==> src/rtl/writeback_arbiter_if.sv <==
// Writeback bundle: ALU/load results in, decode reservation and hazard queries, RF write port out.
// Latency: none, signal bundle only.
// Backpressure: alu_ready/ld_ready flow back to the producers; rsv_full tells decode to stall.
interface writeback_arbiter_if;
  logic        alu_valid;
  logic        alu_ready;
  logic [4:0]  alu_addr;
  logic [31:0] alu_data;
  logic        ld_valid;
  logic        ld_ready;
  logic [4:0]  ld_addr;
  logic [31:0] ld_data;
  logic        rsv_en;
  logic [4:0]  rsv_addr;
  logic        rsv_full;
  logic [4:0]  qry_addr_0;
  logic [4:0]  qry_addr_1;
  logic        pend_0;
  logic        pend_1;
  logic        rf_write_en;
  logic [4:0]  rf_write_addr;
  logic [31:0] rf_write_data;

  modport slave (
    input  alu_valid, alu_addr, alu_data,
    input  ld_valid, ld_addr, ld_data,
    input  rsv_en, rsv_addr, qry_addr_0, qry_addr_1,
    output alu_ready, ld_ready, rsv_full, pend_0, pend_1,
    output rf_write_en, rf_write_addr, rf_write_data
  );

  modport master (
    output alu_valid, alu_addr, alu_data,
    output ld_valid, ld_addr, ld_data,
    output rsv_en, rsv_addr, qry_addr_0, qry_addr_1,
    input  alu_ready, ld_ready, rsv_full, pend_0, pend_1,
    input  rf_write_en, rf_write_addr, rf_write_data
  );
endinterface

==> src/rtl/writeback_arbiter.sv <==
// Merges ALU results and FIFO-buffered load results onto the single RF write port; tracks outstanding writes.
// Latency: ALU accept -> RF write next cycle; load accept -> RF write two or more cycles later.
// Backpressure: ALU stalls while the load queue drains; loads stall only when the queue is full and not draining.
module writeback_arbiter #(
  parameter int LQ_DEPTH = 4,
  parameter int CNT_W    = 2
) (
  input logic               clk,
  input logic               rst,
  writeback_arbiter_if.slave wb
);

  localparam int PW = $clog2(LQ_DEPTH);
  localparam int CW = PW + 1;
  localparam logic [CNT_W-1:0] CNT_MAX = '1;

  // load-result queue
  logic [4:0]    lq_addr [LQ_DEPTH];
  logic [31:0]   lq_data [LQ_DEPTH];
  logic [PW-1:0] wr_ptr;
  logic [PW-1:0] rd_ptr;
  logic [CW-1:0] fifo_count;

  // per-register outstanding-write counters
  logic [CNT_W-1:0] cnt [32];

  // registered RF write port
  logic        wr_en_q;
  logic [4:0]  wr_addr_q;
  logic [31:0] wr_data_q;

  logic        drain_ld;
  logic        alu_fire;
  logic        ld_push;
  logic        grant_vld;
  logic [4:0]  grant_addr;
  logic [31:0] grant_data;
  logic        rsv_full;
  logic [31:0] inc_vec;
  logic [31:0] dec_vec;

  // The load queue drains when the ALU is idle or the queue is nearly full, so
  // loads cannot be starved by a continuous ALU stream.
  assign drain_ld = (fifo_count != '0) &&
                    (!wb.alu_valid || fifo_count >= CW'(LQ_DEPTH - 1));
  assign alu_fire = wb.alu_valid && !drain_ld;
  // A full queue can still accept when its head pops in the same cycle.
  assign ld_push  = wb.ld_valid && wb.ld_ready;

  assign wb.alu_ready = !drain_ld;
  assign wb.ld_ready  = (fifo_count < CW'(LQ_DEPTH)) || drain_ld;

  assign grant_vld  = drain_ld || alu_fire;
  assign grant_addr = drain_ld ? lq_addr[rd_ptr] : wb.alu_addr;
  assign grant_data = drain_ld ? lq_data[rd_ptr] : wb.alu_data;

  assign rsv_full    = wb.rsv_en && (wb.rsv_addr != 5'd0) && (cnt[wb.rsv_addr] == CNT_MAX);
  assign wb.rsv_full = rsv_full;
  assign wb.pend_0   = (wb.qry_addr_0 != 5'd0) && (cnt[wb.qry_addr_0] != '0);
  assign wb.pend_1   = (wb.qry_addr_1 != 5'd0) && (cnt[wb.qry_addr_1] != '0);

  assign wb.rf_write_en   = wr_en_q;
  assign wb.rf_write_addr = wr_addr_q;
  assign wb.rf_write_data = wr_data_q;

  // Queue storage is data-only; validity comes from the pointers, so it needs no reset.
  always_ff @(posedge clk) begin
    if (ld_push) begin
      lq_addr[wr_ptr] <= wb.ld_addr;
      lq_data[wr_ptr] <= wb.ld_data;
    end
  end

  // Queue pointers and occupancy; pointers wrap naturally at the power-of-two depth.
  always_ff @(posedge clk or negedge rst) begin
    if (!rst) begin
      wr_ptr     <= '0;
      rd_ptr     <= '0;
      fifo_count <= '0;
    end else begin
      if (ld_push)  wr_ptr <= wr_ptr + 1'b1;
      if (drain_ld) rd_ptr <= rd_ptr + 1'b1;
      if (ld_push && !drain_ld)      fifo_count <= fifo_count + 1'b1;
      else if (!ld_push && drain_ld) fifo_count <= fifo_count - 1'b1;
    end
  end

  // Register the granted result; writes to r0 use the slot but never reach the RF.
  always_ff @(posedge clk or negedge rst) begin
    if (!rst) begin
      wr_en_q   <= 1'b0;
      wr_addr_q <= '0;
      wr_data_q <= '0;
    end else begin
      wr_en_q <= grant_vld && (grant_addr != 5'd0);
      if (grant_vld && (grant_addr != 5'd0)) begin
        wr_addr_q <= grant_addr;
        wr_data_q <= grant_data;
      end
    end
  end

  // One-hot increment/decrement requests for the scoreboard.
  always_comb begin
    inc_vec = '0;
    dec_vec = '0;
    if (wb.rsv_en && !rsv_full && (wb.rsv_addr != 5'd0)) inc_vec[wb.rsv_addr] = 1'b1;
    if (wr_en_q && (cnt[wr_addr_q] != '0))               dec_vec[wr_addr_q]   = 1'b1;
  end

  // Outstanding-write counters; a reservation and a retiring write on the same register cancel.
  always_ff @(posedge clk or negedge rst) begin
    if (!rst) begin
      for (int r = 0; r < 32; r++) cnt[r] <= '0;
    end else begin
      for (int r = 0; r < 32; r++) begin
        if (inc_vec[r] && !dec_vec[r])      cnt[r] <= cnt[r] + 1'b1;
        else if (dec_vec[r] && !inc_vec[r]) cnt[r] <= cnt[r] - 1'b1;
      end
    end
  end

endmodule
==> src/flat_wrapper.sv <==
// flat-port wrapper written by rule: the top's interface ports become plain ports
module writeback_arbiter_flat 
#(
  parameter int LQ_DEPTH = 4,
  parameter int CNT_W    = 2
)
  (clk, rst, wb_alu_valid, wb_alu_addr, wb_alu_data, wb_ld_valid, wb_ld_addr, wb_ld_data, wb_rsv_en, wb_rsv_addr, wb_qry_addr_0, wb_qry_addr_1, wb_alu_ready, wb_ld_ready, wb_rsv_full, wb_pend_0, wb_pend_1, wb_rf_write_en, wb_rf_write_addr, wb_rf_write_data);
  writeback_arbiter_if wb_i ();
  input logic clk;
  input logic rst;
  input wire logic [$bits(wb_i.alu_valid)-1:0] wb_alu_valid;
  input wire logic [$bits(wb_i.alu_addr)-1:0] wb_alu_addr;
  input wire logic [$bits(wb_i.alu_data)-1:0] wb_alu_data;
  input wire logic [$bits(wb_i.ld_valid)-1:0] wb_ld_valid;
  input wire logic [$bits(wb_i.ld_addr)-1:0] wb_ld_addr;
  input wire logic [$bits(wb_i.ld_data)-1:0] wb_ld_data;
  input wire logic [$bits(wb_i.rsv_en)-1:0] wb_rsv_en;
  input wire logic [$bits(wb_i.rsv_addr)-1:0] wb_rsv_addr;
  input wire logic [$bits(wb_i.qry_addr_0)-1:0] wb_qry_addr_0;
  input wire logic [$bits(wb_i.qry_addr_1)-1:0] wb_qry_addr_1;
  output wire logic [$bits(wb_i.alu_ready)-1:0] wb_alu_ready;
  output wire logic [$bits(wb_i.ld_ready)-1:0] wb_ld_ready;
  output wire logic [$bits(wb_i.rsv_full)-1:0] wb_rsv_full;
  output wire logic [$bits(wb_i.pend_0)-1:0] wb_pend_0;
  output wire logic [$bits(wb_i.pend_1)-1:0] wb_pend_1;
  output wire logic [$bits(wb_i.rf_write_en)-1:0] wb_rf_write_en;
  output wire logic [$bits(wb_i.rf_write_addr)-1:0] wb_rf_write_addr;
  output wire logic [$bits(wb_i.rf_write_data)-1:0] wb_rf_write_data;
  assign wb_i.alu_valid = wb_alu_valid;
  assign wb_i.alu_addr = wb_alu_addr;
  assign wb_i.alu_data = wb_alu_data;
  assign wb_i.ld_valid = wb_ld_valid;
  assign wb_i.ld_addr = wb_ld_addr;
  assign wb_i.ld_data = wb_ld_data;
  assign wb_i.rsv_en = wb_rsv_en;
  assign wb_i.rsv_addr = wb_rsv_addr;
  assign wb_i.qry_addr_0 = wb_qry_addr_0;
  assign wb_i.qry_addr_1 = wb_qry_addr_1;
  assign wb_alu_ready = wb_i.alu_ready;
  assign wb_ld_ready = wb_i.ld_ready;
  assign wb_rsv_full = wb_i.rsv_full;
  assign wb_pend_0 = wb_i.pend_0;
  assign wb_pend_1 = wb_i.pend_1;
  assign wb_rf_write_en = wb_i.rf_write_en;
  assign wb_rf_write_addr = wb_i.rf_write_addr;
  assign wb_rf_write_data = wb_i.rf_write_data;
  writeback_arbiter #(.LQ_DEPTH(LQ_DEPTH), .CNT_W(CNT_W)) u_core (.clk(clk), .rst(rst), .wb(wb_i));
endmodule
==> config.mk <==
export PLATFORM = sky130hd
export DESIGN_NAME = writeback_arbiter_flat
export DESIGN_NICKNAME = d
export VERILOG_FILES = /design/src/rtl/writeback_arbiter_if.sv /design/src/rtl/writeback_arbiter.sv /design/src/flat_wrapper.sv
export SDC_FILE = /design/constraint.sdc
export NUM_CORES = 1
export LEC_CHECK = 0
export CAP_MARGIN = 25
export CORE_UTILIZATION = 51
export DETAILED_ROUTE_END_ITERATION = 6
export PLACE_DENSITY = 0.76
export SLEW_MARGIN = 15
export SYNTH_ARGS = -nofsm -noshare
export SYNTH_HDL_FRONTEND = slang
export SYNTH_SLANG_ARGS = --single-unit
==> constraint.sdc <==
create_clock -name clk -period 2.9 [get_ports clk]
set_clock_uncertainty 0.2 [all_clocks]
set_input_delay 0.29 -clock clk [delete_from_list [all_inputs] [get_ports clk]]
set_output_delay 0.29 -clock clk [all_outputs]
set_load 0.01 [all_outputs]
# [After elaboration in Yosys (flattened, before gate mapping)]
# Memory sizes are Yosys's and may differ from the RTL's.
# Index checks and enable logic that the tools add are counted.
[totals] elab_cells=402 mem_bits_rw=148 regBits=109 out_inout_bits=43 mem_count=2
[memory_table] memory="u_core.lq_data" words=4 word_bits=32 rd=1 rd_clocked_by_memory_dff=0 write_ports=1 line="writeback_arbiter.sv:19" rtl="logic [31:0] lq_data [LQ_DEPTH];"
[memory_table] memory="u_core.lq_addr" words=4 word_bits=5 rd=1 rd_clocked_by_memory_dff=0 write_ports=1 line="writeback_arbiter.sv:18" rtl="logic [4:0] lq_addr [LQ_DEPTH];"
[op_classes] addsub=68 mux=88 bitwise=4 reduce_logical=191 n_eq_ne=1 order_cmp=10
[op_table] op="2-to-1 mux 2 bit" count=72
[op_table] op="2-to-1 mux 32 bit" count=3
[op_table] op="logical AND 1 bit" count=79
[op_table] op="nonzero test 2 bit" count=36
[op_table] op="adder 2 x 1 -> 2 bit, second input constant" count=34
[op_table] op="zero test 1 bit" count=68
[op_table] op="subtractor 2 x 1 -> 2 bit, second input constant" count=32
[op_table] op="binary-select mux 2 bit (select 5 bit)" count=4
[op_table] op=">= comparator 6 bit, second input constant" count=4
[op_table] op="NOT 5 -> 6 bit" count=4
[op_table] op="nonzero test 5 bit" count=4
[op_table] op="less-than comparator 5 x 6 -> 1 bit, second input constant" count=2
[op_table] op="demux 1 bit (select 5 bit)" count=2
[op_table] op=">= comparator 5 x 1 -> 1 bit, second input constant" count=2
[op_table] op="2-to-1 mux 3 bit" count=2
[op_table] op="2-to-1 mux 5 bit" count=1
[op_table] op="2-to-1 mux 1 bit" count=4
[op_table] op="adder 3 x 1 -> 3 bit, second input constant" count=1
[op_table] op=">= comparator 3 x 2 -> 1 bit, second input constant" count=1
[op_table] op="logical OR 1 bit" count=3
[op_table] op="less-than comparator 3 bit, second input constant" count=1
[op_table] op="nonzero test 3 bit" count=1
[op_table] op="subtractor 3 x 1 -> 3 bit, second input constant" count=1
[op_table] op="== test 2 bit, second input constant" count=1

# [Logic depth before layout (Yosys ltp)]
# Gate-level depths: netlist of run 1.
[logic_depth] ltp_word=14 depth_mapped=13

# [Worst setup path after synthesis of run 1]
# OpenSTA, ideal clock, no wires.
[synth_path] path_type="input-to-reg" start="input wb_alu_valid" end="register u_core.fifo_count[2]" n_path_buf=3 stages=13 setup_ns=0.079 arrival_time_ns=2.491 setup_slack_ns=0.130 path_cell_list="buf_4 > inv_2 > maj3_1 > or2_1 > clkbuf_1 > buf_1 > inv_2 > ha_1 > inv_1 > fa_1 > xor2_1 > nor2_1 > xor2_1"
[synth_rtl] item="start, declared" line="flat_wrapper.sv:11" rtl="input wire logic [$bits(wb_i.alu_valid)-1:0] wb_alu_valid;"
[synth_rtl] item="zero test 1 bit (*)" line="writeback_arbiter.sv:45" rtl="(!wb.alu_valid || fifo_count >= CW'(LQ_DEPTH - 1));"
[synth_rtl] item="logical OR 1 bit (*)" line="writeback_arbiter.sv:45"
[synth_rtl] item="logical AND 1 bit (*)" line="writeback_arbiter.sv:44" rtl="assign drain_ld = (fifo_count != '0) &&"
[synth_rtl] item="zero test 1 bit (*)"
[synth_rtl] item="net wb_alu_ready" line="flat_wrapper.sv:21" rtl="output wire logic [$bits(wb_i.alu_ready)-1:0] wb_alu_ready;"
[synth_rtl] item="logical AND 1 bit (*)" line="writeback_arbiter.sv:83" rtl="if (ld_push && !drain_ld) fifo_count <= fifo_count + 1'b1;"
[synth_rtl] item="2-to-1 mux 3 bit / nonzero test 2 bit (equally long branches)"
[synth_rtl] item="end signal, assigned" line="writeback_arbiter.sv:83"
[synth_rtl] item="end signal, assigned" line="writeback_arbiter.sv:84" rtl="else if (!ld_push && drain_ld) fifo_count <= fifo_count - 1'b1;"
[synth_rtl] item="end, declared" line="writeback_arbiter.sv:22" rtl="logic [CW-1:0] fifo_count;"
# Mark *: on every way through the listed nets, which the timed path passes. The rest lies on a longest branch.
# A chain may end at the register's enable or synchronous reset.

# [Worst setup path in the final report of run 1]
[layout_path] start="register u_core.cnt[24] in the netlist's numbering" end="register u_core.cnt[3] in the netlist's numbering"
[layout_between] elab_chain_cells=12
[layout_rtl] item="start, declared" line="writeback_arbiter.sv:25" rtl="logic [CNT_W-1:0] cnt [32];"
[layout_rtl] item="start signal, assigned by index" line="writeback_arbiter.sv:117" rtl="if (inc_vec[r] && !dec_vec[r]) cnt[r] <= cnt[r] + 1'b1;"
[layout_rtl] item="start signal, assigned by index" line="writeback_arbiter.sv:118" rtl="else if (dec_vec[r] && !inc_vec[r]) cnt[r] <= cnt[r] - 1'b1;"
[layout_rtl] item="binary-select mux 2 bit (select 5 bit)" line="writeback_arbiter.sv:57" rtl="assign rsv_full = wb.rsv_en && (wb.rsv_addr != 5'd0) && (cnt[wb.rsv_addr] == CNT_MAX);"
[layout_rtl] item="2-to-1 mux 2 bit (implied by the code) (2 in series)" line="writeback_arbiter.sv:57"
[layout_rtl] item="== test 2 bit" line="writeback_arbiter.sv:57"
[layout_rtl] item="logical AND 1 bit" line="writeback_arbiter.sv:57"
[layout_rtl] item="zero test 1 bit" line="writeback_arbiter.sv:107" rtl="if (wb.rsv_en && !rsv_full && (wb.rsv_addr != 5'd0)) inc_vec[wb.rsv_addr] = 1'b1;"
[layout_rtl] item="logical AND 1 bit (2 in series)" line="writeback_arbiter.sv:107"
[layout_rtl] item="2-to-1 mux 32 bit" line="writeback_arbiter.sv:107"
[layout_rtl] item="zero test 1 bit" line="writeback_arbiter.sv:118"
[layout_rtl] item="logical AND 1 bit" line="writeback_arbiter.sv:118"
[layout_rtl] item="nonzero test 2 bit (no line)"
# Several ways; a longest one is shown, not always the timed one. The select of a mux whose other input is x is not followed.

==> flow_summary.ini, run 1 <==
[outcome]
status = finished with violations
failed_checks = negative setup slack

[floorplan]
core_area_um2 = 24200
ios = 137
die_w_um = 159
rows = 57
dieHeight_um = 159
dieArea_um2 = 25300
initial_utilization_pct = 51.8

[grt]
grt_pass1_vias = 9016
overflow = 0
grt_pass1_wl_mm = 49.2
track_usage_pct = 25.4
grt_max_degree = 44
antenna_found_initial = 4

[final_layout]
nets = 1230
fillCellCount = 1614
drive_above_1_share_pct = 33.6
num_antenna_cells = 0
area_growth_pct = 34.3
final_area_um2 = 16900

[synth]
ys_warn_count = 0
yosysTopAreaCellShare_pct = 35.4
synth_seq_cells = 257
synth_fp_nets = 988
yosys.area.top_type = edfxtp_1
ys_seq_area_share_pct = 57.1
ys_top_cells_by_count = 148 x edfxtp_1, 109 x dfrtp_1, 77 x nor2_1
ys_async_sr_fraction_pct = 42.4
syn_inst = 856
synthTopCellsByArea = edfxtp_1 35%, dfrtp_1 22%, mux4_2 11%, a22o_1 4.7%, xor2_1 4.7%
synth_area_per_cell_um2 = 14.7
yosysUniqueCellTypes = 52
synthMostInstantiatedCell = edfxtp_1
synth_edf_count = 148
netlist_area_um2 = 12600
synth_ff_type = edfxtp_1

[timing]
rsz0062_at_grt = yes
setup_viol = 37
holdWs_ns = 0.0941
worst_pin_slew_ns = 0.944
layout_setup_ws_ns = -0.147
finalHoldViolations = 0
timing.final.crit_share_pct = 105
slew-limit-headroom_pct = 36.9
period_needed_ns = 3.05
finalMaxSlewViolations = 0
fmax_ghz = 0.328

[setup_path]
crit_type = reg2reg
crit_chain = mux4_2 -> a22o_1 -> a221oi_2 -> buf_4 -> a22oi_2 -> buf_6 -> buf_12 -> nor3_2 -> ha_2 -> xor2_1 -> nor2_2 -> xor2_1
crit_arrival_ns = 3.26
crit_buf_inv = 3
cpPeakStageDelay_ns = 0.52
path_max_fanout = 10
cp_top_family = compound AO/OA/AOI/OAI gates
crit_top_cell = xor2_1
endpoint_kind = register
startpoint_type = register
required_ns = 3.11
cp_slowest_cell = mux4_2

[clock_tree]
worstSkewPairLatency_ns = 0.53
cts_sinks = 257
cts_root_buf = clkbuf_16
cts_htree_levels = 1
numCtsBuffers = 27
cts_tree = done
path_clk_slew_ns = 0.06
clockBufferDepth = 3

[routing]
ant_nets = 0
dr.first_iter.drc_count = 576
drt_pass1_iterations = 5
drt-total-wl_mm = 32.0
top_layer = met5
vias = 8526
drt-vias-per-instance = 5.91
drcViolationCount = 0
wire_per_inst_um = 22.2
route.met3.wl_mm = 2.54
route.met2.wl_mm = 16.3
wl_met1_mm = 12.2

[min_path]
hold_class = in2async

[placement]
dpl_cell_area_um2 = 15000
place_congestion = 0.936
pre_cts_slack_ns = -0.788
place.port_buffers = 135
hpwl_mm = 21.3

[pwr]
p_sw_w = 0.00576
ir_drop_mv = 0.575
leakage_nw = 6.37
switching_share_pct = 34.3
combPwrFrac_pct = 43.5
pwr-share-clk_pct = 21.3
p_int_w = 0.0111
power_w = 0.0168
p_seq_share_pct = 35.2
p_per_area_nw_per_um2 = 997

[run]
max_cap_violations = 0
## sequential cells by signal, summed over array words and instances, names as in the netlist
signal                   count
u_core.lq_data             128
u_core.cnt                  64
u_core.wb.rf_write_data     32
u_core.lq_addr              20
u_core.wb.rf_write_addr      5
u_core.fifo_count            3
u_core.rd_ptr                2
u_core.wr_ptr                2
u_core.wb.rf_write_en        1
## final cells by class
cell class | count | area, um2 | share of cell area (%)
flip-flops and latches | 257 | 7180 | 42.6
multi-input cells | 532 | 5720 | 33.9
repair buffers | 266 | 2570 | 15.2
clock buffers | 31 | 721 | 4.27
well taps | 324 | 405 | 2.40
clock inverters | 19 | 215 | 1.28
inverters | 14 | 52.6 | 0.312
## power by group through the flow
stage	logic [W]	clock network, W	registers, W
detailed placement	0.00676	0	0.00591
floorplan	0.00392	0	0.00589
CTS	0.00705	0.00364	0.00588
finish	0.00730	0.00358	0.00592
global route	0.00780	0.00379	0.00603
global placement	0.00660	0	0.00587
## through the flow
step | util, % | setup TNS, ns | instances
after detailed placement | 62.0 | -41.86 | 1377
final | 69.5 | -2.38 | 1443
after global placement | 62.0 | -39.56 | 1377
after global routing | 69.5 | -5.53 | 1443
after floorplan | - | 0 | 856
after CTS | 67.6 | -1.66 | 1438
## final timing paths
kind,endpoint,slack [ns],depth (start not counted),from
max in group asynchronous,u_core.wb.rf_write_data[10],1.75,3,rst
max,u_core.cnt[3],-0.15,12,u_core.cnt[24]
max reg2reg,u_core.cnt[3],-0.15,12,u_core.cnt[24]
min reg2reg,u_core.cnt[11],0.30,1,u_core.cnt[11]
min in group clk,u_core.lq_addr[3][3],0.19,1,wb_ld_addr[3]
min,u_core.cnt[26],0.09,2,rst
## worst reg2reg max path, delay by kind of cell (launching register included)
kind / cells / cell delay (ns)
muxes: 1 / 0.52
DFF: 1 / 0.38
buffers and inverters: 3 / 0.51
xor gates and xnor gates: 2 / 0.33
and+or+nand+nor: 2 / 0.25
adders and majority gates: 1 / 0.21
AOI/OAI and AO/OA: 3 / 0.54
## placed cells by master, fill, tap and decap left out, types with 4 or more instances in the layout
| cell | netlist | final |
|---|---|---|
| inv_1 | 11 | 11 |
| xnor2_1 | 35 | 33 |
| mux4_2 | 64 | 64 |
| buf_6 | 4 | 10 |
| ha_1 | 37 | 12 |
| mux4_1 | 12 | 12 |
| buf_12 | 0 | 13 |
| nor3_4 | 0 | 16 |
| nor3_1 | 40 | 9 |
| bufinv_16 | 0 | 4 |
| and3_1 | 6 | 5 |
| clkbuf_16 | 0 | 27 |
| a22o_1 | 68 | 68 |
| buf_4 | 6 | 107 |
| clkinv_2 | 0 | 8 |
| nor3_2 | 0 | 15 |
| xor2_1 | 67 | 54 |
| dfrtp_1 | 109 | 105 |
| ha_4 | 0 | 9 |
| o21ai_0 | 8 | 8 |
| ha_2 | 0 | 16 |
| nor2_2 | 0 | 32 |
| nor2_1 | 77 | 42 |
| edfxtp_1 | 148 | 148 |
| nand2_1 | 13 | 13 |
| nand3_1 | 35 | 35 |
| xor2_2 | 0 | 13 |
| nor3b_1 | 9 | 9 |
| and2_2 | 0 | 4 |
| clkdlybuf4s50_1 | 0 | 129 |
| a221oi_2 | 0 | 4 |
| a211oi_1 | 7 | 7 |
| mux2i_1 | 4 | 4 |
| dfrtp_2 | 0 | 4 |
## logic make-up (layout without fill, tap and decap cells)
family          after synthesis  count (layout)  synth area share, %
xor+xnor                    102             102                 7.12
simple gates                201             201                 7.66
mux                          82              82                 14.5
other cells                   2               2               0.0598
flops                       257             257                 57.1
compound gates              106             106                 6.99
buf+inv                      67             330                 2.64
fa+ha+maj                    39              39                 3.93
## metal layers
| layer | up-vias | global-route usage (%) |
|---|---|---|
| met5 | - | 0 |
| met2 | 364 | 43.6 |
| met1 | 4284 | 31.7 |
| met3 | 89 | 5.22 |
| met4 | 8 | 9.44 |
| li1 | 3781 | - |
## repair_timing
item | in CTS | in global routing
cloned | 2 | 0
endpoints found under the hold margin | 41 | 0
endpoints found under the setup margin | 64 | 66
pin swaps | 40 | 45
gates resized for setup | 92 | 84
buffers inserted | 8 | 7
hold buffers | 1 | 0
Power figures use the tool's default switching activity.
==> run 2: changes to the inputs <==
- ABC_CLOCK_PERIOD_IN_PS: not set -> 2900
==> results of run 2 <==
The final DEF is identical to that of run 1; final timing and power are the same.
==> run 3: changes to the inputs <==
- CORE_UTILIZATION: 51 -> 53
- CTS_BUF_LIST: not set -> sky130_fd_sc_hd__clkbuf_2
- PLACE_DENSITY: 0.76 -> 0.79
==> run 3 against run 2 <==
  * The run still ends with negative setup slack left
  * Largest cell class unchanged
  * Cell count rose by 11%
  * Routed wire length rose by 20%
  * Register-to-register slack got worse by 0.03 ns
  * First-iteration DRC count rose by 57%
  * Sequential power rose by 1%
  * Combinational power rose by 12%
==> flow_summary.ini, run 3 (synthesis results as in run 1) <==
[min_path]
hold_path_depth = 4
hold_class = in2reg

[pwr]
ir_drop_mv = 0.575
leakage_nw = 6.96
p_per_area_nw_per_um2 = 934

[placement]
pre_cts_slack_ns = -0.721
hpwl_mm = 21.5
dpl_cell_area_um2 = 15000
place.port_buffers = 135
place_congestion = 0.924

[outcome]
failed_checks = negative setup slack
status = finished with violations

[timing]
fmax_ghz = 0.302
worst_pin_slew_ns = 1.22
holdWs_ns = 0.0982
period_needed_ns = 3.31
slew-limit-headroom_pct = 18.3
timing.final.crit_share_pct = 114
finalHoldViolations = 0
finalMaxSlewViolations = 0
setup_viol = 44
rsz0062_at_grt = yes
layout_setup_ws_ns = -0.406

[floorplan]
dieHeight_um = 156
die_w_um = 156
initial_utilization_pct = 54.8
rows = 55
ios = 137
core_area_um2 = 22900
dieArea_um2 = 24300

[final_layout]
mostFrequentLayoutCell = edfxtp_1
nets = 1363
final_cell_mix = 148 x edfxtp_1, 130 x clkdlybuf4s50_1, 115 x buf_4
top_register = u_core.lq_data
drive_above_1_share_pct = 36.6
area_growth_pct = 42.2
largest_reg_flops = 128
finalCoreUtilization_pct = 77.9
final_area_um2 = 17900
fillCellCount = 1232

[setup_path]
r2r_cells = 13
path_max_fanout = 3
crit_arrival_ns = 2.82
startpoint_type = register
required_ns = 2.41
crit_type = reg2out
endpoint_kind = output pin
reg2reg_slack_ns = -0.18

[routing]
drcViolationCount = 0
drt-vias-per-instance = 5.98
dr.first_iter.drc_count = 906
drt_pass1_iterations = 5
ant_nets = 0
drt-total-wl_mm = 38.3
wire_per_inst_um = 23.9
vias = 9558

[clock_tree]
clockBufferDepth = 3
worstSkewPairLatency_ns = 0.93
cts_htree_levels = 2
numCtsBuffers = 61
cts_sinks = 257
path_clk_slew_ns = 0.12
cts_root_buf = clkbuf_2
cts_tree = done

[grt]
grt_pass1_wl_mm = 54.3
antenna_found_initial = 4
grt_max_degree = 65
grt_pass1_vias = 9860
overflow = 0
track_usage_pct = 30.1

[run]
max_cap_violations = 0
-- run 3: power breakdown --
| group | switching (W) | total (W) | internal (W) |
|---|---|---|---|
| Combinational | 0.00392 | 0.00817 | 0.00425 |
| Sequential | 0.000901 | 0.00598 | 0.00507 |
| Clock | 0.00156 | 0.00253 | 0.000967 |
-- run 3: path summary, 6_finish.rpt --
kind | from | endpoint
min in group asynchronous | rst | u_core.cnt[25]
worst max register to register | u_core.cnt[44] | u_core.cnt[43]
worst max-delay path | u_core.cnt[4] | wb_pend_0
max in group asynchronous | rst | u_core.wb.rf_write_data[12]
worst min-delay path | wb_alu_addr[2] | u_core.wb.rf_write_addr[2]
worst min register to register | u_core.cnt[21] | u_core.cnt[21]
-- run 3: repair_timing --
item	CTS	global route
gates resized for setup	109	131
hold buffers	76	0
pin swaps	42	112
endpoints found under the setup margin	36	51
hold endpoints to repair	295	0
setup buffers	27	13
cloned	2	1
-- run 3: layout make-up --
type | instances | area (um2) | area share (%)
repair buffers | 365 | 3560 | 20.0
flip-flops and latches | 257 | 7180 | 40.2
well taps | 313 | 392 | 2.19
diodes | 3 | 7.51 | 0.0420
clock buffers | 92 | 460 | 2.58
multi-input cells | 532 | 6060 | 33.9
inverters | 14 | 52.6 | 0.294
clock inverters | 23 | 139 | 0.778
-- run 3: stage by stage --
| stage | power, W | setup TNS [ns] | instances |
|---|---|---|---|
| floorplan | 0.00981 | 0 | 856 |
| global placement | 0.0125 | -36.40 | 1364 |
| detailed placement | 0.0127 | -39.14 | 1364 |
| CTS | 0.0157 | -2.71 | 1582 |
| global route | 0.0174 | -8.39 | 1599 |
| finish | 0.0167 | -5.17 | 1599 |
-- run 3: worst max-delay path, cell delays in order (launching register included) --
cell and delay, ns:
dfrtp_1 0.42, buf_6 0.13, nor2_4 0.04, mux4_2 0.48, mux4_2 0.49, nor2_1 0.10, or3_1 0.10, buf_2 0.12
-- run 3: layer usage --
metal / vias up / part of all wire [%] / global-route usage [%]
li1: 4076 / - / -
met1: 4792 / 35 / 35.5
met2: 574 / 53 / 53.5
met3: 114 / 7.6 / 5.64
met4: 2 / 4.2 / 13.2
met5: - / 0.029 / 0
